--- config.mk ---
export PLATFORM = sky130hd
export DESIGN_NAME = sparc_exu_ecl_eccctl_gen_flat
export DESIGN_NICKNAME = d
export VERILOG_FILES = /design/src/rtl/sparc_exu_ecl_eccctl_gen_if.sv /design/src/rtl/sparc_exu_ecl_eccctl_gen.sv /design/src/flat_wrapper.sv
export SDC_FILE = /design/constraint.sdc
export NUM_CORES = 1
export LEC_CHECK = 0
export ABC_AREA = 1
export CAP_MARGIN = 25
export CORE_AREA = 8 8 85 87
export DETAILED_ROUTE_END_ITERATION = 7
export DIE_AREA = 0 0 93 95
export GPL_TIMING_DRIVEN = 1
export PLACE_DENSITY = 0.79
export SLEW_MARGIN = 15
export SYNTH_ARGS = -nofsm -noshare
export SYNTH_HDL_FRONTEND = slang
export SYNTH_SLANG_ARGS = --single-unit
export TNS_END_PERCENT = 100
--- constraint.sdc ---
create_clock -name clk -period 2.07 [get_ports clk]
set_input_delay 0.207 -clock clk [delete_from_list [all_inputs] [get_ports clk]]
set_output_delay 0.207 -clock clk [all_outputs]
set_load 0.05 [all_outputs]
--- src/rtl/sparc_exu_ecl_eccctl_gen_if.sv ---
// Bundle of the E-stage checker inputs, M-stage fix/log outputs and the
// log/counter/injection controls of the EXU register-file ECC controller.
`timescale 1ns/1ps
interface sparc_exu_ecl_eccctl_gen_if #(
  parameter int NUM_RS = 3,
  parameter int RS_W   = 5,
  parameter int WIN_W  = 3,
  parameter int MASK_W = 8,
  parameter int CNT_W  = 8
) ();
  logic                    rst_tri_en;
  logic [NUM_RS-1:0]       rs_sel_rf_d;
  logic [NUM_RS-1:0]       rs_vld_e;
  logic [NUM_RS-1:0]       ecc_ce_e;
  logic [NUM_RS-1:0]       ecc_ue_e;
  logic [NUM_RS-1:0]       cancel_e;
  logic                    inst_vld_e;
  logic                    disable_ce_e;
  logic                    nceen_e;
  logic [NUM_RS*RS_W-1:0]  rs_m;
  logic [WIN_W-1:0]        cwp_d;
  logic [WIN_W-2:0]        gl_e;
  logic                    spec_wen_next;
  logic                    inj_irferr;
  logic                    inj_oneshot;
  logic [MASK_W-1:0]       ecc_mask;
  logic                    log_ack;
  logic                    ce_cnt_clr;
  logic [CNT_W-1:0]        ce_thresh;

  logic [NUM_RS-1:0]       rs_use_rf_e;
  logic                    sel_ecc_m;
  logic                    ecc_ce_m;
  logic                    ecc_ue_m;
  logic                    ue_trap_m;
  logic [NUM_RS-1:0]       fix_sel_m_l;
  logic [NUM_RS-1:0]       log_sel_m;
  logic [RS_W-1:0]         fix_rd_m;
  logic [WIN_W+RS_W-1:0]   err_reg_m;
  logic                    err_synd_7_m;
  logic [MASK_W-1:0]       ecc_mask_m_l;
  logic                    inj_ack;
  logic                    log_vld;
  logic                    log_ue;
  logic                    log_ovf;
  logic                    log_synd_7;
  logic [WIN_W+RS_W-1:0]   log_reg;
  logic [CNT_W-1:0]        ce_cnt;
  logic                    ce_storm;

  modport master (
    output rst_tri_en, rs_sel_rf_d, rs_vld_e, ecc_ce_e, ecc_ue_e, cancel_e,
           inst_vld_e, disable_ce_e, nceen_e, rs_m, cwp_d, gl_e,
           spec_wen_next, inj_irferr, inj_oneshot, ecc_mask,
           log_ack, ce_cnt_clr, ce_thresh,
    input  rs_use_rf_e, sel_ecc_m, ecc_ce_m, ecc_ue_m, ue_trap_m,
           fix_sel_m_l, log_sel_m, fix_rd_m, err_reg_m, err_synd_7_m,
           ecc_mask_m_l, inj_ack, log_vld, log_ue, log_ovf, log_synd_7,
           log_reg, ce_cnt, ce_storm
  );

  modport slave (
    input  rst_tri_en, rs_sel_rf_d, rs_vld_e, ecc_ce_e, ecc_ue_e, cancel_e,
           inst_vld_e, disable_ce_e, nceen_e, rs_m, cwp_d, gl_e,
           spec_wen_next, inj_irferr, inj_oneshot, ecc_mask,
           log_ack, ce_cnt_clr, ce_thresh,
    output rs_use_rf_e, sel_ecc_m, ecc_ce_m, ecc_ue_m, ue_trap_m,
           fix_sel_m_l, log_sel_m, fix_rd_m, err_reg_m, err_synd_7_m,
           ecc_mask_m_l, inj_ack, log_vld, log_ue, log_ovf, log_synd_7,
           log_reg, ce_cnt, ce_storm
  );
endinterface

--- src/rtl/sparc_exu_ecl_eccctl_gen.sv ---
// EXU register-file ECC control: qualifies CE/UE in E, picks the operand to
// fix and the operand to log in M, keeps a sticky error log, a saturating CE
// counter with storm detect, and an error-injection sequencer.
//
// Injection FSM states:
//   state    | meaning
//   INJ_IDLE | armed; next write with inj_irferr gets the mask applied
//   INJ_DONE | one-shot used up; waits for inj_irferr to drop to re-arm
`timescale 1ns/1ps
module sparc_exu_ecl_eccctl_gen #(
  parameter int NUM_RS = 3,
  parameter int RS_W   = 5,
  parameter int WIN_W  = 3,
  parameter int MASK_W = 8,
  parameter int CNT_W  = 8
) (
  input logic clk,
  input logic arst_l,
  sparc_exu_ecl_eccctl_gen_if.slave bus
);
  localparam int ERR_W = WIN_W + RS_W;

  typedef enum logic {INJ_IDLE = 1'b0, INJ_DONE = 1'b1} inj_state_e;

  logic [NUM_RS-1:0] rs_sel_rf_e;
  logic [NUM_RS-1:0] ce_v, ue_v, ce_m, ue_m;
  logic              flag_ce, flag_ue;
  logic              sel_ecc_m, ecc_ue_m, nceen_m, ecc_ce_m;
  logic [WIN_W-1:0]  cwp_e, cwp_m;
  logic [WIN_W-2:0]  gl_m;
  logic [NUM_RS-1:0] fix_oh, log_oh;
  logic [RS_W-1:0]   fix_rd, log_rs;
  logic [WIN_W-1:0]  err_hi;
  logic [ERR_W-1:0]  err_reg_m;
  logic              err_synd_7_m;
  logic              log_upd;
  logic              log_vld, log_ue, log_ovf, log_synd_7;
  logic [ERR_W-1:0]  log_reg;
  logic [CNT_W-1:0]  ce_cnt, ce_cnt_nxt;
  logic              ce_storm;
  inj_state_e        inj_state;
  logic              inj_m, inj_ack;

  // E-stage error qualification: cancel only masks its own operand
  always_comb begin
    ce_v    = bus.ecc_ce_e & ~bus.cancel_e & {NUM_RS{bus.inst_vld_e}};
    ue_v    = bus.ecc_ue_e & ~bus.cancel_e & {NUM_RS{bus.inst_vld_e}};
    flag_ue = (|ue_v) | ((|ce_v) & bus.disable_ce_e);
    flag_ce = (|ce_v) & ~bus.disable_ce_e;
  end

  // D->E and E->M pipeline flops
  always_ff @(posedge clk or negedge arst_l) begin
    if (!arst_l) begin
      rs_sel_rf_e <= '0;
      sel_ecc_m   <= 1'b0;
      ecc_ue_m    <= 1'b0;
      ce_m        <= '0;
      ue_m        <= '0;
      nceen_m     <= 1'b0;
      cwp_e       <= '0;
      cwp_m       <= '0;
      gl_m        <= '0;
    end else begin
      rs_sel_rf_e <= bus.rs_sel_rf_d;
      sel_ecc_m   <= flag_ce;
      ecc_ue_m    <= flag_ue;
      ce_m        <= ce_v;
      ue_m        <= ue_v;
      nceen_m     <= bus.nceen_e;
      cwp_e       <= bus.cwp_d;
      cwp_m       <= cwp_e;
      gl_m        <= bus.gl_e;
    end
  end

  // M-stage fix/log operand selection; lowest index wins, last operand is the default
  always_comb begin
    fix_oh = '0;
    fix_oh[NUM_RS-1] = 1'b1;
    for (int i = NUM_RS - 1; i >= 0; i--) begin
      if (ce_m[i]) begin
        fix_oh    = '0;
        fix_oh[i] = 1'b1;
      end
    end
    if (bus.rst_tri_en) fix_oh = NUM_RS'(1);

    log_oh = '0;
    log_oh[NUM_RS-1] = 1'b1;
    for (int i = NUM_RS - 1; i >= 0; i--) begin
      if (ce_m[i]) begin
        log_oh    = '0;
        log_oh[i] = 1'b1;
      end
    end
    // a UE anywhere outranks every CE
    for (int i = NUM_RS - 1; i >= 0; i--) begin
      if (ue_m[i]) begin
        log_oh    = '0;
        log_oh[i] = 1'b1;
      end
    end

    fix_rd = '0;
    log_rs = '0;
    for (int i = 0; i < NUM_RS; i++) begin
      fix_rd = fix_rd | (bus.rs_m[i*RS_W +: RS_W] & {RS_W{fix_oh[i]}});
      log_rs = log_rs | (bus.rs_m[i*RS_W +: RS_W] & {RS_W{log_oh[i]}});
    end

    // globals live in the low register range, windowed regs carry the cwp
    err_hi       = (log_rs[RS_W-1 -: 2] == 2'b00) ? {1'b0, gl_m} : cwp_m;
    err_reg_m    = {err_hi, log_rs};
    err_synd_7_m = ~(|(ue_m & log_oh));
    ecc_ce_m     = sel_ecc_m & ~ecc_ue_m;
    log_upd      = ecc_ce_m | ecc_ue_m;
    ce_cnt_nxt   = (ce_cnt == {CNT_W{1'b1}}) ? ce_cnt : ce_cnt + CNT_W'(1);
    inj_m        = bus.spec_wen_next & bus.inj_irferr & (inj_state == INJ_IDLE);
  end

  // sticky error log; ack with a simultaneous error restarts the log on that error
  always_ff @(posedge clk or negedge arst_l) begin
    if (!arst_l) begin
      log_vld    <= 1'b0;
      log_ue     <= 1'b0;
      log_ovf    <= 1'b0;
      log_synd_7 <= 1'b0;
      log_reg    <= '0;
    end else if (bus.log_ack) begin
      log_vld <= log_upd;
      log_ovf <= 1'b0;
      if (log_upd) begin
        log_reg    <= err_reg_m;
        log_ue     <= ecc_ue_m;
        log_synd_7 <= err_synd_7_m;
      end
    end else if (log_upd) begin
      if (!log_vld) begin
        log_vld    <= 1'b1;
        log_reg    <= err_reg_m;
        log_ue     <= ecc_ue_m;
        log_synd_7 <= err_synd_7_m;
      end else begin
        log_ovf <= 1'b1;
        if (ecc_ue_m && !log_ue) begin
          log_reg    <= err_reg_m;
          log_ue     <= 1'b1;
          log_synd_7 <= err_synd_7_m;
        end
      end
    end
  end

  // saturating CE counter with sticky storm flag; clear beats increment
  always_ff @(posedge clk or negedge arst_l) begin
    if (!arst_l) begin
      ce_cnt   <= '0;
      ce_storm <= 1'b0;
    end else if (bus.ce_cnt_clr) begin
      ce_cnt   <= '0;
      ce_storm <= 1'b0;
    end else if (ecc_ce_m) begin
      ce_cnt <= ce_cnt_nxt;
      if ((bus.ce_thresh != '0) && (ce_cnt_nxt == bus.ce_thresh)) ce_storm <= 1'b1;
    end
  end

  // injection sequencer and its registered acknowledge
  always_ff @(posedge clk or negedge arst_l) begin
    if (!arst_l) begin
      inj_state <= INJ_IDLE;
      inj_ack   <= 1'b0;
    end else begin
      inj_ack <= inj_m;
      case (inj_state)
        INJ_IDLE: if (inj_m && bus.inj_oneshot) inj_state <= INJ_DONE;
        INJ_DONE: if (!bus.inj_irferr) inj_state <= INJ_IDLE;
        default:  inj_state <= INJ_IDLE;
      endcase
    end
  end

  assign bus.rs_use_rf_e  = rs_sel_rf_e & bus.rs_vld_e & {NUM_RS{bus.inst_vld_e}};
  assign bus.sel_ecc_m    = sel_ecc_m;
  assign bus.ecc_ce_m     = ecc_ce_m;
  assign bus.ecc_ue_m     = ecc_ue_m;
  assign bus.ue_trap_m    = ecc_ue_m & nceen_m;
  assign bus.fix_sel_m_l  = ~fix_oh;
  assign bus.log_sel_m    = log_oh;
  assign bus.fix_rd_m     = fix_rd;
  assign bus.err_reg_m    = err_reg_m;
  assign bus.err_synd_7_m = err_synd_7_m;
  assign bus.ecc_mask_m_l = ~(bus.ecc_mask & {MASK_W{inj_m}});
  assign bus.inj_ack      = inj_ack;
  assign bus.log_vld      = log_vld;
  assign bus.log_ue       = log_ue;
  assign bus.log_ovf      = log_ovf;
  assign bus.log_synd_7   = log_synd_7;
  assign bus.log_reg      = log_reg;
  assign bus.ce_cnt       = ce_cnt;
  assign bus.ce_storm     = ce_storm;
endmodule

--- src/flat_wrapper.sv ---
// flat-port wrapper written by rule: the top's interface ports become plain ports
module sparc_exu_ecl_eccctl_gen_flat 
#(
  parameter int NUM_RS = 3,
  parameter int RS_W   = 5,
  parameter int WIN_W  = 3,
  parameter int MASK_W = 8,
  parameter int CNT_W  = 8
)
  (clk, arst_l, bus_rst_tri_en, bus_rs_sel_rf_d, bus_rs_vld_e, bus_ecc_ce_e, bus_ecc_ue_e, bus_cancel_e, bus_inst_vld_e, bus_disable_ce_e, bus_nceen_e, bus_rs_m, bus_cwp_d, bus_gl_e, bus_spec_wen_next, bus_inj_irferr, bus_inj_oneshot, bus_ecc_mask, bus_log_ack, bus_ce_cnt_clr, bus_ce_thresh, bus_rs_use_rf_e, bus_sel_ecc_m, bus_ecc_ce_m, bus_ecc_ue_m, bus_ue_trap_m, bus_fix_sel_m_l, bus_log_sel_m, bus_fix_rd_m, bus_err_reg_m, bus_err_synd_7_m, bus_ecc_mask_m_l, bus_inj_ack, bus_log_vld, bus_log_ue, bus_log_ovf, bus_log_synd_7, bus_log_reg, bus_ce_cnt, bus_ce_storm);
  sparc_exu_ecl_eccctl_gen_if #(.NUM_RS(NUM_RS), .RS_W(RS_W), .WIN_W(WIN_W), .MASK_W(MASK_W), .CNT_W(CNT_W)) bus_i ();
  input logic clk;
  input logic arst_l;
  input wire logic [$bits(bus_i.rst_tri_en)-1:0] bus_rst_tri_en;
  input wire logic [$bits(bus_i.rs_sel_rf_d)-1:0] bus_rs_sel_rf_d;
  input wire logic [$bits(bus_i.rs_vld_e)-1:0] bus_rs_vld_e;
  input wire logic [$bits(bus_i.ecc_ce_e)-1:0] bus_ecc_ce_e;
  input wire logic [$bits(bus_i.ecc_ue_e)-1:0] bus_ecc_ue_e;
  input wire logic [$bits(bus_i.cancel_e)-1:0] bus_cancel_e;
  input wire logic [$bits(bus_i.inst_vld_e)-1:0] bus_inst_vld_e;
  input wire logic [$bits(bus_i.disable_ce_e)-1:0] bus_disable_ce_e;
  input wire logic [$bits(bus_i.nceen_e)-1:0] bus_nceen_e;
  input wire logic [$bits(bus_i.rs_m)-1:0] bus_rs_m;
  input wire logic [$bits(bus_i.cwp_d)-1:0] bus_cwp_d;
  input wire logic [$bits(bus_i.gl_e)-1:0] bus_gl_e;
  input wire logic [$bits(bus_i.spec_wen_next)-1:0] bus_spec_wen_next;
  input wire logic [$bits(bus_i.inj_irferr)-1:0] bus_inj_irferr;
  input wire logic [$bits(bus_i.inj_oneshot)-1:0] bus_inj_oneshot;
  input wire logic [$bits(bus_i.ecc_mask)-1:0] bus_ecc_mask;
  input wire logic [$bits(bus_i.log_ack)-1:0] bus_log_ack;
  input wire logic [$bits(bus_i.ce_cnt_clr)-1:0] bus_ce_cnt_clr;
  input wire logic [$bits(bus_i.ce_thresh)-1:0] bus_ce_thresh;
  output wire logic [$bits(bus_i.rs_use_rf_e)-1:0] bus_rs_use_rf_e;
  output wire logic [$bits(bus_i.sel_ecc_m)-1:0] bus_sel_ecc_m;
  output wire logic [$bits(bus_i.ecc_ce_m)-1:0] bus_ecc_ce_m;
  output wire logic [$bits(bus_i.ecc_ue_m)-1:0] bus_ecc_ue_m;
  output wire logic [$bits(bus_i.ue_trap_m)-1:0] bus_ue_trap_m;
  output wire logic [$bits(bus_i.fix_sel_m_l)-1:0] bus_fix_sel_m_l;
  output wire logic [$bits(bus_i.log_sel_m)-1:0] bus_log_sel_m;
  output wire logic [$bits(bus_i.fix_rd_m)-1:0] bus_fix_rd_m;
  output wire logic [$bits(bus_i.err_reg_m)-1:0] bus_err_reg_m;
  output wire logic [$bits(bus_i.err_synd_7_m)-1:0] bus_err_synd_7_m;
  output wire logic [$bits(bus_i.ecc_mask_m_l)-1:0] bus_ecc_mask_m_l;
  output wire logic [$bits(bus_i.inj_ack)-1:0] bus_inj_ack;
  output wire logic [$bits(bus_i.log_vld)-1:0] bus_log_vld;
  output wire logic [$bits(bus_i.log_ue)-1:0] bus_log_ue;
  output wire logic [$bits(bus_i.log_ovf)-1:0] bus_log_ovf;
  output wire logic [$bits(bus_i.log_synd_7)-1:0] bus_log_synd_7;
  output wire logic [$bits(bus_i.log_reg)-1:0] bus_log_reg;
  output wire logic [$bits(bus_i.ce_cnt)-1:0] bus_ce_cnt;
  output wire logic [$bits(bus_i.ce_storm)-1:0] bus_ce_storm;
  assign bus_i.rst_tri_en = bus_rst_tri_en;
  assign bus_i.rs_sel_rf_d = bus_rs_sel_rf_d;
  assign bus_i.rs_vld_e = bus_rs_vld_e;
  assign bus_i.ecc_ce_e = bus_ecc_ce_e;
  assign bus_i.ecc_ue_e = bus_ecc_ue_e;
  assign bus_i.cancel_e = bus_cancel_e;
  assign bus_i.inst_vld_e = bus_inst_vld_e;
  assign bus_i.disable_ce_e = bus_disable_ce_e;
  assign bus_i.nceen_e = bus_nceen_e;
  assign bus_i.rs_m = bus_rs_m;
  assign bus_i.cwp_d = bus_cwp_d;
  assign bus_i.gl_e = bus_gl_e;
  assign bus_i.spec_wen_next = bus_spec_wen_next;
  assign bus_i.inj_irferr = bus_inj_irferr;
  assign bus_i.inj_oneshot = bus_inj_oneshot;
  assign bus_i.ecc_mask = bus_ecc_mask;
  assign bus_i.log_ack = bus_log_ack;
  assign bus_i.ce_cnt_clr = bus_ce_cnt_clr;
  assign bus_i.ce_thresh = bus_ce_thresh;
  assign bus_rs_use_rf_e = bus_i.rs_use_rf_e;
  assign bus_sel_ecc_m = bus_i.sel_ecc_m;
  assign bus_ecc_ce_m = bus_i.ecc_ce_m;
  assign bus_ecc_ue_m = bus_i.ecc_ue_m;
  assign bus_ue_trap_m = bus_i.ue_trap_m;
  assign bus_fix_sel_m_l = bus_i.fix_sel_m_l;
  assign bus_log_sel_m = bus_i.log_sel_m;
  assign bus_fix_rd_m = bus_i.fix_rd_m;
  assign bus_err_reg_m = bus_i.err_reg_m;
  assign bus_err_synd_7_m = bus_i.err_synd_7_m;
  assign bus_ecc_mask_m_l = bus_i.ecc_mask_m_l;
  assign bus_inj_ack = bus_i.inj_ack;
  assign bus_log_vld = bus_i.log_vld;
  assign bus_log_ue = bus_i.log_ue;
  assign bus_log_ovf = bus_i.log_ovf;
  assign bus_log_synd_7 = bus_i.log_synd_7;
  assign bus_log_reg = bus_i.log_reg;
  assign bus_ce_cnt = bus_i.ce_cnt;
  assign bus_ce_storm = bus_i.ce_storm;
  sparc_exu_ecl_eccctl_gen #(.NUM_RS(NUM_RS), .RS_W(RS_W), .WIN_W(WIN_W), .MASK_W(MASK_W), .CNT_W(CNT_W)) u_core (.clk(clk), .arst_l(arst_l), .bus(bus_i));
endmodule
Word-level counts from Yosys, hierarchy flattened --
Index checks and enable logic that the tools add are counted.
Cells by class: eq/ne operators 3, mux-type cells 36, bitwise gates (word level) 33, reductions and logical operators 16, add/sub/neg operators 1
Operators by type and width (count):
- 2-to-1 mux 8 bit | 8
- AND 5 bit | 6
- AND 3 bit | 7
- 2-to-1 mux 3 bit | 7
- 2-to-1 mux 1 bit | 20
- bitwise OR 5 bit | 4
- OR reduction 3 bit | 3
- adder 8 x 1 -> 8 bit, second input constant | 1
- AND 8 bit | 1
- equality test 8 bit | 1
- equality test 8 bit, second input constant | 1
- NOT 8 bit | 1
- nonzero test 2 bit | 4
- nonzero test 8 bit | 1
- AND 1 bit | 6
- NOT 3 bit | 2
- AND reduction 2 bit | 3
- NOT 1 bit | 4
- logical AND 1 bit | 3
- inequality test 3 bit, second input constant | 1
- zero test 2 bit | 1
- bitwise OR 1 bit | 2
- case mux 1 bit (2 select lines) | 1
- zero test 1 bit | 1
Storage, ports and cells: register bits 42, input port bits 62

Longest topological paths before layout --
depth after elaboration 14, depth in mapped cells 12, depth with buffers taken out 11

Worst setup path before layout --
Ideal clock, no wire load.
path kind register to output, from register u_core.ce_m[0], to output bus_fix_rd_m[3], slack -934 ps, cell stages (with the launch flop) 6, required time 1863 ps, arrival time 2797 ps, cells stage by stage dfrtp_1 > nor2_1 > inv_1 > nor2_1 > inv_1 > o221ai_1
On the way: cells in the longest elaborated chain, start to end 5, elaborated cells between the ends (all ways) 7
Ends and longest elaborated chain:
- start: declaration | RTL line sparc_exu_ecl_eccctl_gen.sv:26 | logic [NUM_RS-1:0] ce_v, ue_v, ce_m, ue_m;
- start signal: assignment | RTL line sparc_exu_ecl_eccctl_gen.sv:68 | ce_m <= ce_v;
- 2-to-1 mux 3 bit * | RTL line sparc_exu_ecl_eccctl_gen.sv:82 | if (ce_m[i]) begin
- 2-to-1 mux 3 bit * | RTL line sparc_exu_ecl_eccctl_gen.sv:87 | if (bus.rst_tri_en) fix_oh = NUM_RS'(1);
- AND 5 bit | RTL line sparc_exu_ecl_eccctl_gen.sv:108 | fix_rd = fix_rd | (bus.rs_m[i*RS_W +: RS_W] & {RS_W{fix_oh[i]}});
- bitwise OR 5 bit | RTL line sparc_exu_ecl_eccctl_gen.sv:108
- bitwise OR 5 bit * | RTL line sparc_exu_ecl_eccctl_gen.sv:108
- end: declaration | RTL line flat_wrapper.sv:40 | output wire logic [$bits(bus_i.fix_rd_m)-1:0] bus_fix_rd_m;
Every way passes the cells marked *; elsewhere a longest branch is shown, timed or not.

Final worst setup path --
from register u_core.ue_m[2], to output bus_err_reg_m[5]
On the way: cells in the longest elaborated chain, start to end 8, elaborated cells between the ends (all ways) 10
Ends and longest elaborated chain:
- start: declaration | RTL line sparc_exu_ecl_eccctl_gen.sv:26
- start signal: assignment | RTL line sparc_exu_ecl_eccctl_gen.sv:69 | ue_m <= ue_v;
- 2-to-1 mux 3 bit * (3 in a row) | RTL line sparc_exu_ecl_eccctl_gen.sv:99 | if (ue_m[i]) begin
- AND 5 bit | RTL line sparc_exu_ecl_eccctl_gen.sv:109 | log_rs = log_rs | (bus.rs_m[i*RS_W +: RS_W] & {RS_W{log_oh[i]}});
- bitwise OR 5 bit | RTL line sparc_exu_ecl_eccctl_gen.sv:109
- bitwise OR 5 bit * | RTL line sparc_exu_ecl_eccctl_gen.sv:109
- zero test 2 bit * | RTL line sparc_exu_ecl_eccctl_gen.sv:113 | err_hi = (log_rs[RS_W-1 -: 2] == 2'b00) ? {1'b0, gl_m} : cwp_m;
- 2-to-1 mux 3 bit * | RTL line sparc_exu_ecl_eccctl_gen.sv:113
- end: declaration | RTL line flat_wrapper.sv:41 | output wire logic [$bits(bus_i.err_reg_m)-1:0] bus_err_reg_m;
Marks and branches as above.

==> impl_summary.txt <==
----------------------------------------------------
[Outcome]
  Outcome ... completed

[Detailed routing]
  Met2 wirelength from detailed routing ... 3.650 mm
  Final routed wire length divided by cell count ... 13.82 µm
  Residual antenna-violating net count after detailed routing ... 0
  DRC errors left ... 0
  DR top layer ... met4
  Vias per std cell ... 4.748
  Wire length reported by the detailed router ... 7.119 mm
  Initial DRC Count ... 86
  Via count ... 2445
  Iteration count of the initial detailed-routing pass ... 4
  Met1 wire length ... 2.720 mm
  Sum of met3 wire segment lengths after detailed routing ... 701 µm

[STA]
  Final critical-path share of the clock period ... 98.63%
  Rel. slew slack ... 63.60%
  Tightest Pin Transition ... 544.4 ps
  Maximum clock frequency ... 489.8 MHz
  Time the worst path needs with I/O delays and setup ... 2042 ps
  Post-route setup TNS ... 0 ps
  RSZ-0062 raised after global routing ... true
  Total count of hold-check failures in the final report ... 0
  Count of pins over their slew limit ... 0
  Worst Hold Margin ... 346.4 ps
  Worst Clk Skew ... 10.73 ps
  Setup violators final ... 0

[Logic synthesis]
  Post-Syn Instances ... 307
  Synth warn ... 0
  Most used flip-flop cell after synthesis ... sky130_fd_sc_hd__dfrtp_1
  Number of enable flip-flop cells after synthesis ... 0
  Mean area per synthesized cell ... 7.405 µm²
  Synth Net Count ... 370
  Flip-flop and latch count after synthesis ... 42
  Distinct cells, synth ... 32
  Sequential fraction of the synthesis area ... 46.23%
  Proportion of register bits with asynchronous set or reset after synthesis ... 100.0%
  Synthesized cell area ... 2273 µm²

[GRT]
  Global-route usage over all layers ... 16.24%
  Largest net degree at the start of global routing ... 24
  Vias in the first global route ... 2485
  Global-route wire length before repair ... 11.68 mm
  Initial antenna violation count ... 0
  Residual overflow from global routing ... 0

[Die]
  Placeable Area ... 5816 µm²
  Die X ... 93 µm
  Starting Density ... 39.09%
  FP Rows ... 28
  Die Footprint ... 8835 µm²
  Die Y ... 95 µm
  Top Ports ... 119

[Place]
  Placed wire-length estimate after detailed placement ... 5.864 mm
  Count of port buffers added during placement ... 118
  Post-Place Cells ... 500
  Post-DP Area ... 3816 µm²
  Final Wtd Congestion ... 0.8755

[Flow run]
  Max-capacitance violation count ... 0

[Cells and area]
  Area of the multi-input gates ... 1079 µm²
  Most common cell after layout, fill and taps aside ... sky130_fd_sc_hd__nand2_1
  Number of nets in the layout ... 502
  Synthesis-to-finish area growth ... 77.77%
  Final non-filler cell area ... 4041 µm²
  Register cell area after layout ... 1052 µm²
  Filler instances ... 458
  Most frequent cells in the layout ... sky130_fd_sc_hd__nand2_1 (90), sky130_fd_sc_hd__clkdlybuf4s50_1 (85), sky130_fd_sc_hd__inv_1 (48)
  Filler-free cell count of the finished design ... 515
  Share of final-layout standard cells stronger than drive strength 1 ... 20.45%
  Diode count ... 0
  Fraction of the core area covered by cells at the end of the flow ... 69.49%

[Clock tree]
  Clock sinks ... 42
  Skew-Pair Late Insertion Delay ... 290 ps
  TritonCTS clock tree ... yes
  Worst-path clk slew ... 90 ps
  Master cell of the clock root buffer ... sky130_fd_sc_hd__clkbuf_8
  Bufs on Longest Clock Path ... 2
  Depth of the CTS H-tree ... 2
  Clock buffers created by TritonCTS ... 5

[Power]
  Leak pwr ... 1.986 nW
  Power per Cell Area ... 701.7 nW/µm²
  Peak supply drop ... 528.9 µV

[Critical path]
  Cell breakdown of the critical path ... inv_2, o21ai_2, nand2_2, nor2_2, nor3_4, nand2_2, o21ai_2, inv_2, buf_12
  Critical Path Max Stage Delay ... 420 ps
  Startpoint of the worst setup timing path ... u_core.ue_m[2]$_DFF_PN0_
  Startpoint type of the worst setup path ... register
  Worst reg-to-reg setup slack ... 290 ps
  CP endpoint kind ... output pin
  Required time worst endpoint ... 1860 ps
  R2R cell count ... 10
  Data arrival time of the critical path ... 1830 ps
  Largest driver fanout on the critical path ... 4
  RR Startpoint ... u_core.bus.ce_cnt[0]$_DFFE_PN0P_
  Class of the most critical setup path ... reg -> out
  Capturing point of the worst reg2reg path ... u_core.bus.ce_storm$_DFFE_PN0P_
  Slowest CP cell ... sky130_fd_sc_hd__dfrtp_1

[Min path]
  Worst hold endpoint ... u_core.cwp_e[0]$_DFF_PN0_
  HP Start ... bus_cwp_d[0]
  Cell depth of the worst hold path ... 1
  Path type of the worst min-delay path ... in -> reg

----------------------------------------------------
[timing repair]
| action | in CTS | in global routing |
|---|---|---|
| buffers inserted | 1 | 5 |
| endpoints found under the setup margin | 2 | 4 |
| hold endpoints to repair | 19 | 0 |
| hold buffers | 1 | 0 |
| gates resized for setup | 3 | 17 |
| pin swaps | 2 | 9 |
[cells in the mapped netlist (2+ instances only)]
master	n	area share, %
sky130_fd_sc_hd__inv_2	4	0.66
sky130_fd_sc_hd__o21bai_1	2	0.66
sky130_fd_sc_hd__nand4_1	5	1.4
sky130_fd_sc_hd__nor2_2	2	0.55
sky130_fd_sc_hd__clkinv_1	2	0.33
sky130_fd_sc_hd__o21ai_0	8	1.8
sky130_fd_sc_hd__nor2_1	21	3.5
sky130_fd_sc_hd__nand2_1	94	16
sky130_fd_sc_hd__a21oi_1	2	0.44
sky130_fd_sc_hd__o21ai_1	6	1.3
sky130_fd_sc_hd__inv_1	54	8.9
sky130_fd_sc_hd__o221ai_1	2	0.77
sky130_fd_sc_hd__nand2_2	3	0.83
sky130_fd_sc_hd__xor2_1	3	1.2
sky130_fd_sc_hd__nand3_1	39	8.6
sky130_fd_sc_hd__nor3_4	2	1.4
sky130_fd_sc_hd__o22ai_1	2	0.55
sky130_fd_sc_hd__dfrtp_1	42	46
[where the power goes]
group | total [W] | switching, W | internal, W
clock network | 0.000663 | 0.000296 | 0.000367
logic | 0.00122 | 0.000734 | 0.000483
registers | 0.000956 | 0.0000502 | 0.000906
total | 0.00284 | 0.00108 | 0.00176
[logic make-up after synthesis]
| logic type | count (synthesis) | synth area share [%] |
|---|---|---|
| AND/OR/NAND/NOR | 171 | 33.74 |
| buffers and inverters | 63 | 10.79 |
| flip-flops | 42 | 46.23 |
| adder cells (fa/ha/maj) | 1 | 0.5503 |
| XOR/XNOR | 4 | 1.541 |
| AO/OA/AOI/OAI | 26 | 7.155 |
[per-stage QoR]
stage / power [W] / worst slack, ps
after floorplan: 0.001609 / 21.03
after global placement: 0.002139 / 291.4
after detailed placement: 0.002156 / 211.8
after CTS: 0.002832 / 4.484
after global routing: 0.002979 / -83.46
final: 0.002836 / 28.44
[critical path, delay by kind of cell, from the launching register on]
family / cells / cell delay (ps)
AND/OR/NAND/NOR: 4 / 580
AO/OA/AOI/OAI: 2 / 250
buffers and inverters: 3 / 290
flip-flops: 1 / 420
[worst max-delay path by stage]
stage / to / depth (start not counted)
finish: bus_err_reg_m[5] / 9
global route: bus_err_reg_m[5] / 9
CTS: bus_err_reg_m[5] / 9
floorplan: u_core.bus.ce_storm$_DFFE_PN0P_ / 8
detailed placement: bus_err_reg_m[6] / 8
global placement: bus_err_reg_m[6] / 8
[cell type report]
class	instances	area share (%)
inverter	60	5.573
tap	75	2.322
sequential	42	26.04
timing repair buffer	128	36.47
clock inverter	3	1.207
clock buffer	5	1.703
multi-input combinational	202	26.69
[layer usage]
layer / up-vias / global-route usage, %
met2: 97 / 28.34
met4: 0 / 3.490
met5: - / 0
met3: 4 / 6.984
li1: 1221 / -
met1: 1123 / 17.98
(Power assumes the default switching activity.)
